`src/rtl/fetch_stage.sv`:
```
// Instruction fetch stage: owns the PC, drives the instruction memory, fills IF/ID.
// Optional misaligned-redirect capture is enabled by defining FETCH_MISALIGN_TRAP_EN.
module fetch_stage #(
  parameter logic [31:0] RESET_PC    = 32'h0000_0000,
  parameter logic [31:0] FLUSH_INSTR = 32'h0000_0000
) (
  input  logic        clk,
  input  logic        rst,
  output logic [31:0] ImemA,
  input  logic [31:0] ImemRD,
  input  logic        StallF,
  input  logic        StallD,
  input  logic        FlushD,
  input  logic        PCSrcE,
  input  logic [31:0] PCTargetE,
  output logic [31:0] PCF,
  output logic [31:0] InstrD,
  output logic [31:0] PCD,
  output logic [31:0] PCPlus4D,
`ifdef FETCH_MISALIGN_TRAP_EN
  output logic        MisalignErr,
  output logic [31:0] MisalignPC,
`endif
  output logic        ValidD
);

  logic [31:0] pc_q, pc_d;
  logic [31:0] instr_q, instr_d;
  logic [31:0] pcd_q, pcd_d;
  logic [31:0] pcp4d_q, pcp4d_d;
  logic        valid_q, valid_d;
  logic [31:0] pcp4f;

  assign pcp4f    = pc_q + 32'd4;
  assign ImemA    = pc_q;
  assign PCF      = pc_q;
  assign InstrD   = instr_q;
  assign PCD      = pcd_q;
  assign PCPlus4D = pcp4d_q;
  assign ValidD   = valid_q;

  // Next PC: redirect beats stall so a taken branch is never lost.
  always_comb begin
    pc_d = pcp4f;
    if (PCSrcE)
      pc_d = {PCTargetE[31:2], 2'b00};
    else if (StallF)
      pc_d = pc_q;
  end

  // IF/ID next value: flush/redirect beats stall.
  always_comb begin
    instr_d = ImemRD;
    pcd_d   = pc_q;
    pcp4d_d = pcp4f;
    valid_d = 1'b1;
    if (FlushD || PCSrcE) begin
      instr_d = FLUSH_INSTR;
      pcd_d   = 32'd0;
      pcp4d_d = 32'd0;
      valid_d = 1'b0;
    end else if (StallD) begin
      instr_d = instr_q;
      pcd_d   = pcd_q;
      pcp4d_d = pcp4d_q;
      valid_d = valid_q;
    end
  end

  // PC and IF/ID registers with synchronous active-low reset.
  always_ff @(posedge clk) begin
    if (!rst) begin
      pc_q    <= RESET_PC;
      instr_q <= FLUSH_INSTR;
      pcd_q   <= 32'd0;
      pcp4d_q <= 32'd0;
      valid_q <= 1'b0;
    end else begin
      pc_q    <= pc_d;
      instr_q <= instr_d;
      pcd_q   <= pcd_d;
      pcp4d_q <= pcp4d_d;
      valid_q <= valid_d;
    end
  end

`ifdef FETCH_MISALIGN_TRAP_EN
  logic        err_q, err_d;
  logic [31:0] mpc_q, mpc_d;
  logic        mis;

  assign mis         = PCSrcE && (PCTargetE[1:0] != 2'b00);
  assign MisalignErr = err_q;
  assign MisalignPC  = mpc_q;

  // Sticky error; only the first misaligned target is recorded.
  always_comb begin
    err_d = err_q | mis;
    mpc_d = mpc_q;
    if (mis && !err_q)
      mpc_d = PCTargetE;
  end

  // Misalign capture registers.
  always_ff @(posedge clk) begin
    if (!rst) begin
      err_q <= 1'b0;
      mpc_q <= 32'd0;
    end else begin
      err_q <= err_d;
      mpc_q <= mpc_d;
    end
  end
`else
  logic unused_tgt_lo;
  assign unused_tgt_lo = ^PCTargetE[1:0];
`endif

endmodule
```
`config.mk`:
```
export PLATFORM = sky130hd
export DESIGN_NAME = fetch_stage
export DESIGN_NICKNAME = d
export VERILOG_FILES = /design/src/rtl/fetch_stage.sv
export SDC_FILE = /design/constraint.sdc
export NUM_CORES = 1
export LEC_CHECK = 0
export ABC_AREA = 1
export ABC_CLOCK_PERIOD_IN_PS = 4700
export CAP_MARGIN = 20
export CORE_UTILIZATION = 49
export CTS_BUF_LIST = sky130_fd_sc_hd__clkbuf_8
export DETAILED_ROUTE_END_ITERATION = 10
export DONT_BUFFER_PORTS = 1
export PLACE_DENSITY_LB_ADDON = 0.05
export SYNTH_ARGS = -nofsm -noshare
export SYNTH_HDL_FRONTEND = slang
export SYNTH_SLANG_ARGS = --single-unit
```
`constraint.sdc`:
```
create_clock -name clk -period 4.7 [get_ports clk]
set_clock_uncertainty 0.05 [all_clocks]
set_input_delay 0.235 -clock clk [delete_from_list [all_inputs] [get_ports clk]]
set_output_delay 0.235 -clock clk [all_outputs]
set_load 0.01 [all_outputs]
```
# Word level (Yosys, flattened, before mapping)

Cells that the tools add are included.
Widths: inputs -> output; s select.

Register bits after elaboration: 129
Input bits: 70
Output and inout port bits: 161

Add/subtract/negate cells: 1
Eq/ne operators: 1
Muxes and demuxes: 2
Bitwise gates (word level): 1
Reduce and logical (&&, ||, !) cells: 3

Operators with widths:

| cell                  | number |
|---|---|
| $mux 32               | 2 |
| $add 32x3->32 const B | 1 |
| $reduce_or 2->1       | 2 |
| $ne 2x1->1 const B    | 1 |
| $logic_or 1x1->1      | 1 |
| $not 1->1             | 1 |

# Logic depth before layout (Yosys ltp)

Gate-level depths: netlist of run 1.

Depth after elaboration: 3
Gate-level depth with buffers: 10
Depth with buffers taken out: 10

# Least setup slack after synthesis of run 1

No wires, ideal clock.

Path kind: register -> register
Start point: register pc_q[2] (netlist: ImemA[2])
End point: register pcp4d_q[24] (netlist: PCPlus4D[24])
Library setup time: 0.115 ns
Arrival: 1.450 ns
Path slack: 3.084 ns
Cell stages (with the launch flop): 11
Period minus slack after synthesis: 1.616 ns
Path through: dfxtp_1 ha_1 nand2_1 nor2_4 nand2_1 nor2_2 nand2_1 nand2_1 nand2_1 o21ai_0 inv_1

Word-level cells in the longest chain between the ends: 1

RTL lines:

| what                   | line | RTL |
|---|---|---|
| start, declared        | 27   | `logic [31:0] pc_q, pc_d;` |
| start signal, assigned | 79   | `pc_q <= pc_d;` |
| $add 32x3->32          | 34   | `assign pcp4f = pc_q + 32'd4;` |
| end signal, assigned   | 82   | `pcp4d_q <= pcp4d_d;` |
| end, declared          | 30   | `logic [31:0] pcp4d_q, pcp4d_d;` |

No other way between the ends.
A chain may end at the register's enable or synchronous reset.

# Worst setup path after layout of run 1

Start point: input PCSrcE
End point: register instr_q[23] (netlist: InstrD[23])

Word-level cells in the longest chain between the ends: 2

RTL lines:

| what                             | line | RTL |
|---|---|---|
| start, declared                  | 14   | `input logic PCSrcE,` |
| $logic_or 1x1->1                 | 57   | `if (FlushD \|\| PCSrcE) begin` |
| $reduce_or 2->1 (no source line) | --   |  |
| end signal, assigned             | 80   | `instr_q <= instr_d;` |
| end, declared                    | 28   | `logic [31:0] instr_q, instr_d;` |

No other way between the ends.

==> results.json, run 1 <==
{
  "cp-end-kind": "flop",
  "cts_setup_buffers": 0,
  "fin_crit_ps": 2390,
  "yosys.cell_types.count": 27,
  "setup_tns_ps": 0,
  "cts.clk_slew.worst_paths_ps": 70,
  "synth_mux_area_share_pct": 0,
  "hold_class": "in2reg",
  "finalNonFillerCells": 997,
  "synth-seq-cells": 123,
  "period_share_pct": 50.8,
  "synth_xor_area_share_pct": 2.32,
  "rrSetupSlack_ps": 2650,
  "ir_drop_mv": 0.240,
  "use_met3_pct": 9.72,
  "ys_warn_count": 0,
  "status": "finished clean",
  "whs_path_depth": 3,
  "relSlewSlack_pct": 30.0,
  "path_max_fanout": 28,
  "met2_usage_pct": 41.5,
  "wirelength_mm": 15.7,
  "grt_start_max_net_pins": 106,
  "hold_viol_final": 0,
  "dieWidth_um": 110,
  "post-place-ws_ps": 1970,
  "grt_pass1_wl_mm": 23.7,
  "fin_area_sq_um": 6520,
  "clk_latency_ps": 450,
  "r2r_cells": 10,
  "busiest_layer": "met2",
  "yosys.area_share.simple_pct": 27.3,
  "clock-sinks": 123,
  "root_buffer": "clkbuf_8",
  "synth_compound_area_share_pct": 13.4,
  "grt_pass1_vias": 4718,
  "finalWeightedCongestion": 0.914,
  "crit_type": "in2reg",
  "first_pass_iters": 5,
  "postRouteAntennaNets": 0,
  "setup_viol": 0,
  "yosys-top-cells-area": "dfxtp_1 (43%), nand2_1 (15%), nor2_1 (7.7%)",
  "final_cell_mix": "nand2_1 (233), dfxtp_1 (123), nor2_1 (116)",
  "rsz0062_at_grt": "false",
  "synthesis.instances": 827,
  "synth-seq-area-share_pct": 43.4,
  "hpwl_mm": 10.2,
  "synth_top_area_share_pct": 43.4,
  "met1_usage_pct": 32.5,
  "synth_top_family_by_area": "simple AND/OR/NAND/NOR gates",
  "wl_per_cell_um": 15.8,
  "overflow": 0,
  "tightest_slew_ps": 1050,
  "drv_cap": 0,
  "start_kind": "primary input",
  "synth_fa_ha_area_share_pct": 0.221,
  "ys.flop_type": "dfxtp_1",
  "dieHeight_um": 110,
  "slew_viol_final": 0,
  "multi_input_area_sq_um": 2490,
  "core_sq_um": 11000,
  "netlist_area_sq_um": 5670,
  "seqCellArea_sq_um": 2460,
  "power.density_nw_per_um2": 342,
  "syn2layout_area_growth_pct": 15.0,
  "drtIter0Drc": 285,
  "ios": 231,
  "fin_ws_ps": 2310,
  "fmax_ghz": 0.419,
  "dp_cells": 898,
  "synthArstFlopShare_pct": 0,
  "avgSynthCellArea_sq_um": 6.85,
  "min-delay-start": "StallF",
  "n_antenna_cell": 0,
  "drive_above_1_share_pct": 6.07,
  "synth_edf_count": 0,
  "nets": 915,
  "final.fill_count": 1106,
  "drc": 0,
  "placed_area_sq_um": 5440,
  "hold-path-endpoint": "ImemA[11]",
  "h-tree-depth": 4,
  "cts_tree": "done",
  "r2r-start": "ImemA[2]",
  "start_util_pct": 51.4,
  "row_count": 38,
  "drt-vias-per-instance": 5.18,
  "grt_usage_pct": 26.2,
  "cts_buffers": 17,
  "cts_max_path_buffers": 2,
  "antenna_found_initial": 0,
  "via_count": 5165,
  "r2r_end": "PCPlus4D[24]",
  "critical_path_required_ps": 4980,
  "yosys.area.top_type": "dfxtp_1",
  "worst-endpoint-arrival_ps": 2670,
  "final_common_cell": "nand2_1",
  "numPortBuffers": 0,
  "p_leak_nw": 2.78,
  "die_area_sq_um": 12000
}
-- Yosys cell counts, types with 2 or more instances --
cell type and count:
inv_1 77, buf_1 3, clkbuf_1 28, a21oi_1 84, and2_1 2, nor2_1 117
a22o_1 6, xnor2_1 4, buf_2 10, nor2_2 4, xor2_1 11, dfxtp_1 123
o21ai_0 46, nand3_1 16, buf_4 38, nor3_1 2, nor2_4 7, nand2_1 233
a31oi_1 7, a21o_1 2
-- power by group --
part	switching, mW	internal (mW)
sequential	0.0616	1.07
combinational	0.114	0.0814
clock	0.426	0.476
total	0.602	1.63
-- cell type report --
| cell class | instances | area share, % |
|---|---|---|
| multi-input combinational | 553 | 38.1 |
| timing repair buffer | 70 | 11.1 |
| sequential | 123 | 37.8 |
| inverter | 79 | 4.55 |
| clock buffer | 18 | 3.80 |
| clock inverter | 14 | 2.00 |
| tap | 140 | 2.69 |
-- logic make-up after synthesis --
group                    after synthesis
adder cells (fa/ha/maj)                1
flip-flops                           123
buffers and inverters                158
AND/OR/NAND/NOR                      384
XOR/XNOR                              15
other                                  1
AO/OA/AOI/OAI                        145
-- critical path, cell delays in order --
cell and delay [ps]:
dlygate4sd3_1 1160, nor3_2 180, inv_2 430, a21oi_1 70, dlygate4sd3_1 580
-- worst max path at each step --
stage                         from  depth (start not counted)            to  slack (ps)
after global routing        PCSrcE                          5    InstrD[23]        2230
after CTS                   PCSrcE                          5    InstrD[23]        1910
after global placement         rst                          5   PCPlus4D[3]        2000
final                       PCSrcE                          5    InstrD[23]        2310
after floorplan           ImemA[2]                         10  PCPlus4D[24]        3080
after detailed placement       rst                          5    InstrD[15]        1970
-- repair_timing --
item | in CTS | in global routing
resized for setup | 0 | 0
endpoints found under the hold margin | 114 | 0
hold buffers | 66 | 0
-- metal layers --
layer | share of wire, % | routed length, um
met5 | 0 | 0
met4 | 1.2 | 192
met3 | 9.3 | 1460
met2 | 46 | 7310
met1 | 43 | 6780
-- stage by stage --
step           utilization, %  total power, mW  hold WS [ps]
2_1_floorplan               -             1.29           283
3_3_place_gp             49.3             1.28           286
3_5_place_dp             49.3             1.29           290
4_1_cts                  58.9             2.24          2.31
5_1_grt                  59.1             2.31          22.1
6_report                 59.1             2.23          22.9
-- state kept, by name, indices dropped and copies added (netlist names) --
register	flops
ValidD	1
PCD	30
ImemA	30
PCPlus4D	30
InstrD	32
Note: power is estimated with default switching activity, not from simulation.
==> run 2: changes to the inputs <==
Settings changed: ABC_AREA 1 to 0, ABC_CLOCK_PERIOD_IN_PS 4700 to 2300.
Clock period 4.7 ns to 2.3 ns, I/O delays scaled along.
==> run 2 against run 1 <==
Against the previous run:
- clock-buffer cell count grew 2
- sequential share of layout area shrank 3.7 points
- core utilization grew 3.9 points
- die area grew 1.9%
- final cell count shrank 11%
- synthesized cell count shrank 21%
- hold slack is essentially flat
- critical path type unchanged
- highest routed layer unchanged
==> results.json, run 2 <==
{
  "status": "finished clean",
  "relSlewSlack_pct": 32.1,
  "core_sq_um": 11500,
  "numPortBuffers": 0,
  "finalWeightedCongestion": 0.785,
  "largest_reg_flops": 32,
  "via_count": 4785,
  "finalNonFillerCells": 889,
  "drtIter0Drc": 241,
  "m1WireLength_mm": 6.36,
  "wl_met3_mm": 1.15,
  "setup_viol": 0,
  "multi_input_area_sq_um": 2760,
  "synthMostInstantiatedCell": "dfxtp_1",
  "cts_buffers": 17,
  "avgSynthCellArea_sq_um": 8.86,
  "syn2layout_area_growth_pct": 25.1,
  "worst-endpoint-arrival_ps": 2530,
  "drt-vias-per-instance": 5.38,
  "fin_area_sq_um": 7230,
  "nets": 804,
  "rsz0062_at_grt": "false",
  "dieWidth_um": 111,
  "fmax_ghz": 0.444,
  "die_area_sq_um": 12200,
  "postRouteAntennaNets": 0,
  "wirelength_mm": 16.0,
  "first_pass_iters": 4,
  "cts_max_path_buffers": 2,
  "period_share_pct": 98.0,
  "p_total_mw": 4.85,
  "grt_pass1_vias": 4906,
  "critical_path_required_ps": 2580,
  "row_count": 39,
  "tightest_slew_ps": 1020,
  "final_cell_mix": "dfxtp_1 (123), dlygate4sd3_1 (106), nor2_1 (88)",
  "min-delay-start": "StallF",
  "dp_cells": 749,
  "fin_crit_ps": 2250,
  "ios": 231,
  "synth_top_area_share_pct": 42.6,
  "ys_top_cells_by_count": "dfxtp_1 (123), nor2_1 (88), mux2i_1 (66)",
  "yosys.cell_types.count": 42,
  "clock-sinks": 123,
  "overflow": 0,
  "n_antenna_cell": 0,
  "hold_class": "in2reg",
  "grt_usage_pct": 26.7,
  "netlist_area_sq_um": 5780,
  "cp-end-kind": "flop",
  "synthesis.instances": 652,
  "crit_type": "in2reg",
  "synth-seq-area-share_pct": 42.6,
  "cts_tree": "done",
  "synth_edf_count": 0,
  "wl_per_cell_um": 18.0,
  "highest_layer": "met4",
  "clk_latency_ps": 440,
  "ir_drop_mv": 0.505,
  "r2r-start": "ImemA[5]",
  "yosys.area.top_type": "dfxtp_1",
  "root_buffer": "clkbuf_8",
  "setup_tns_ps": 0,
  "placed_area_sq_um": 5690,
  "drive_above_1_share_pct": 10.7,
  "synth-seq-cells": 123,
  "fin_hold_ws_ps": 22.4,
  "final_common_cell": "dfxtp_1",
  "startpoint": "PCSrcE",
  "drv_cap": 0,
  "grt_start_max_net_pins": 94,
  "dr_wl_met2_mm": 8.24,
  "power.density_nw_per_um2": 672,
  "start_kind": "primary input",
  "final.fill_count": 1042,
  "h-tree-depth": 4,
  "slew_viol_final": 0,
  "drc": 0,
  "hold_viol_final": 0,
  "dieHeight_um": 111,
  "ys_warn_count": 0,
  "cts.clk_slew.worst_paths_ps": 70,
  "antenna_found_initial": 0,
  "ys.flop_type": "dfxtp_1",
  "start_util_pct": 50.4,
  "synthArstFlopShare_pct": 0,
  "path_max_fanout": 42,
  "seqCellArea_sq_um": 2460,
  "p_leak_nw": 2.76,
  "yosys-top-cells-area": "dfxtp_1 (43%), mux2i_1 (11%), nor2_1 (5.7%)",
  "grt_pass1_wl_mm": 25.4,
  "hpwl_mm": 9.39
}
## run 2: changes by cell type after synthesis, moves of 10 or more
cell	previous run	this run
xor2_1	11	21
nor2b_1	0	11
nand4_1	0	13
o21ai_0	46	35
xnor2_1	4	31
nor3_1	2	21
mux2i_1	0	66
o21a_1	0	10
inv_1	77	14
nor2_1	117	88
a21oi_1	84	37
nand2_1	233	31
## run 2: what timing repair did
| action | 4_1_cts | 5_1_grt |
|---|---|---|
| setup buffers | 0 | 0 |
| hold buffers | 107 | 0 |
| gates resized for setup | 0 | 6 |
| hold endpoints to repair | 123 | 0 |
| endpoints found under the setup margin | 0 | 5 |
## run 2: logic make-up (layout without fill, tap and decap cells)
group / count (synthesis) / after routing / synth area share, %
simple gates: 216 / 217 / 18.3
flops: 123 / 123 / 42.6
buf+inv: 102 / 188 / 10.5
compound gates: 89 / 89 / 8.60
mux: 68 / 68 / 11.8
xor+xnor: 52 / 52 / 7.88
fa+ha+maj: 1 / 1 / 0.217
other cells: 1 / 8 / 0.0649
## run 2: worst max-delay path: stages
cell	delay (ps)
dlygate4sd3_1	680
inv_1	120
buf_8	200
o21ai_0	210
dlygate4sd3_1	590
a21oi_1	40
dlygate4sd3_1	560
## run 2: metrics by stage
stage               setup slack, ps  util (%)
floorplan                       186         -
global placement                293      49.6
detailed placement              275      49.6
CTS                            4.63      62.8
global route                   4.42      63.0
finish                         45.9      63.0
## run 2: power by group
part | total (mW) | internal, mW | switching (mW)
sequential | 2.25 | 2.19 | 0.0616
combinational | 0.595 | 0.301 | 0.294
clock | 2.01 | 1.15 | 0.858
total | 4.85 | 3.64 | 1.21
## run 2: area by class of cell
cell class,instances,area share [%]
flip-flops and latches,123,34.1
clock buffers,20,3.81
clock inverters,12,2.01
multi-input cells,435,38.1
repair buffers,142,18.8
well taps,143,2.48
inverters,14,0.727
## run 2: metal layers
layer / track usage (%) / vias to the layer above
met5: 0 / -
met4: 9.60 / 0
met3: 9.50 / 17
met2: 47.1 / 171
met1: 29.3 / 2277
li1: - / 2320
## run 2: path summary, 6_finish.rpt
path	end	slack [ps]	depth (start not counted)
max	ImemA[9]	50	7
min	ImemA[15]	20	4
max reg2reg	ImemA[7]	120	7
min reg2reg	PCPlus4D[30]	510	2
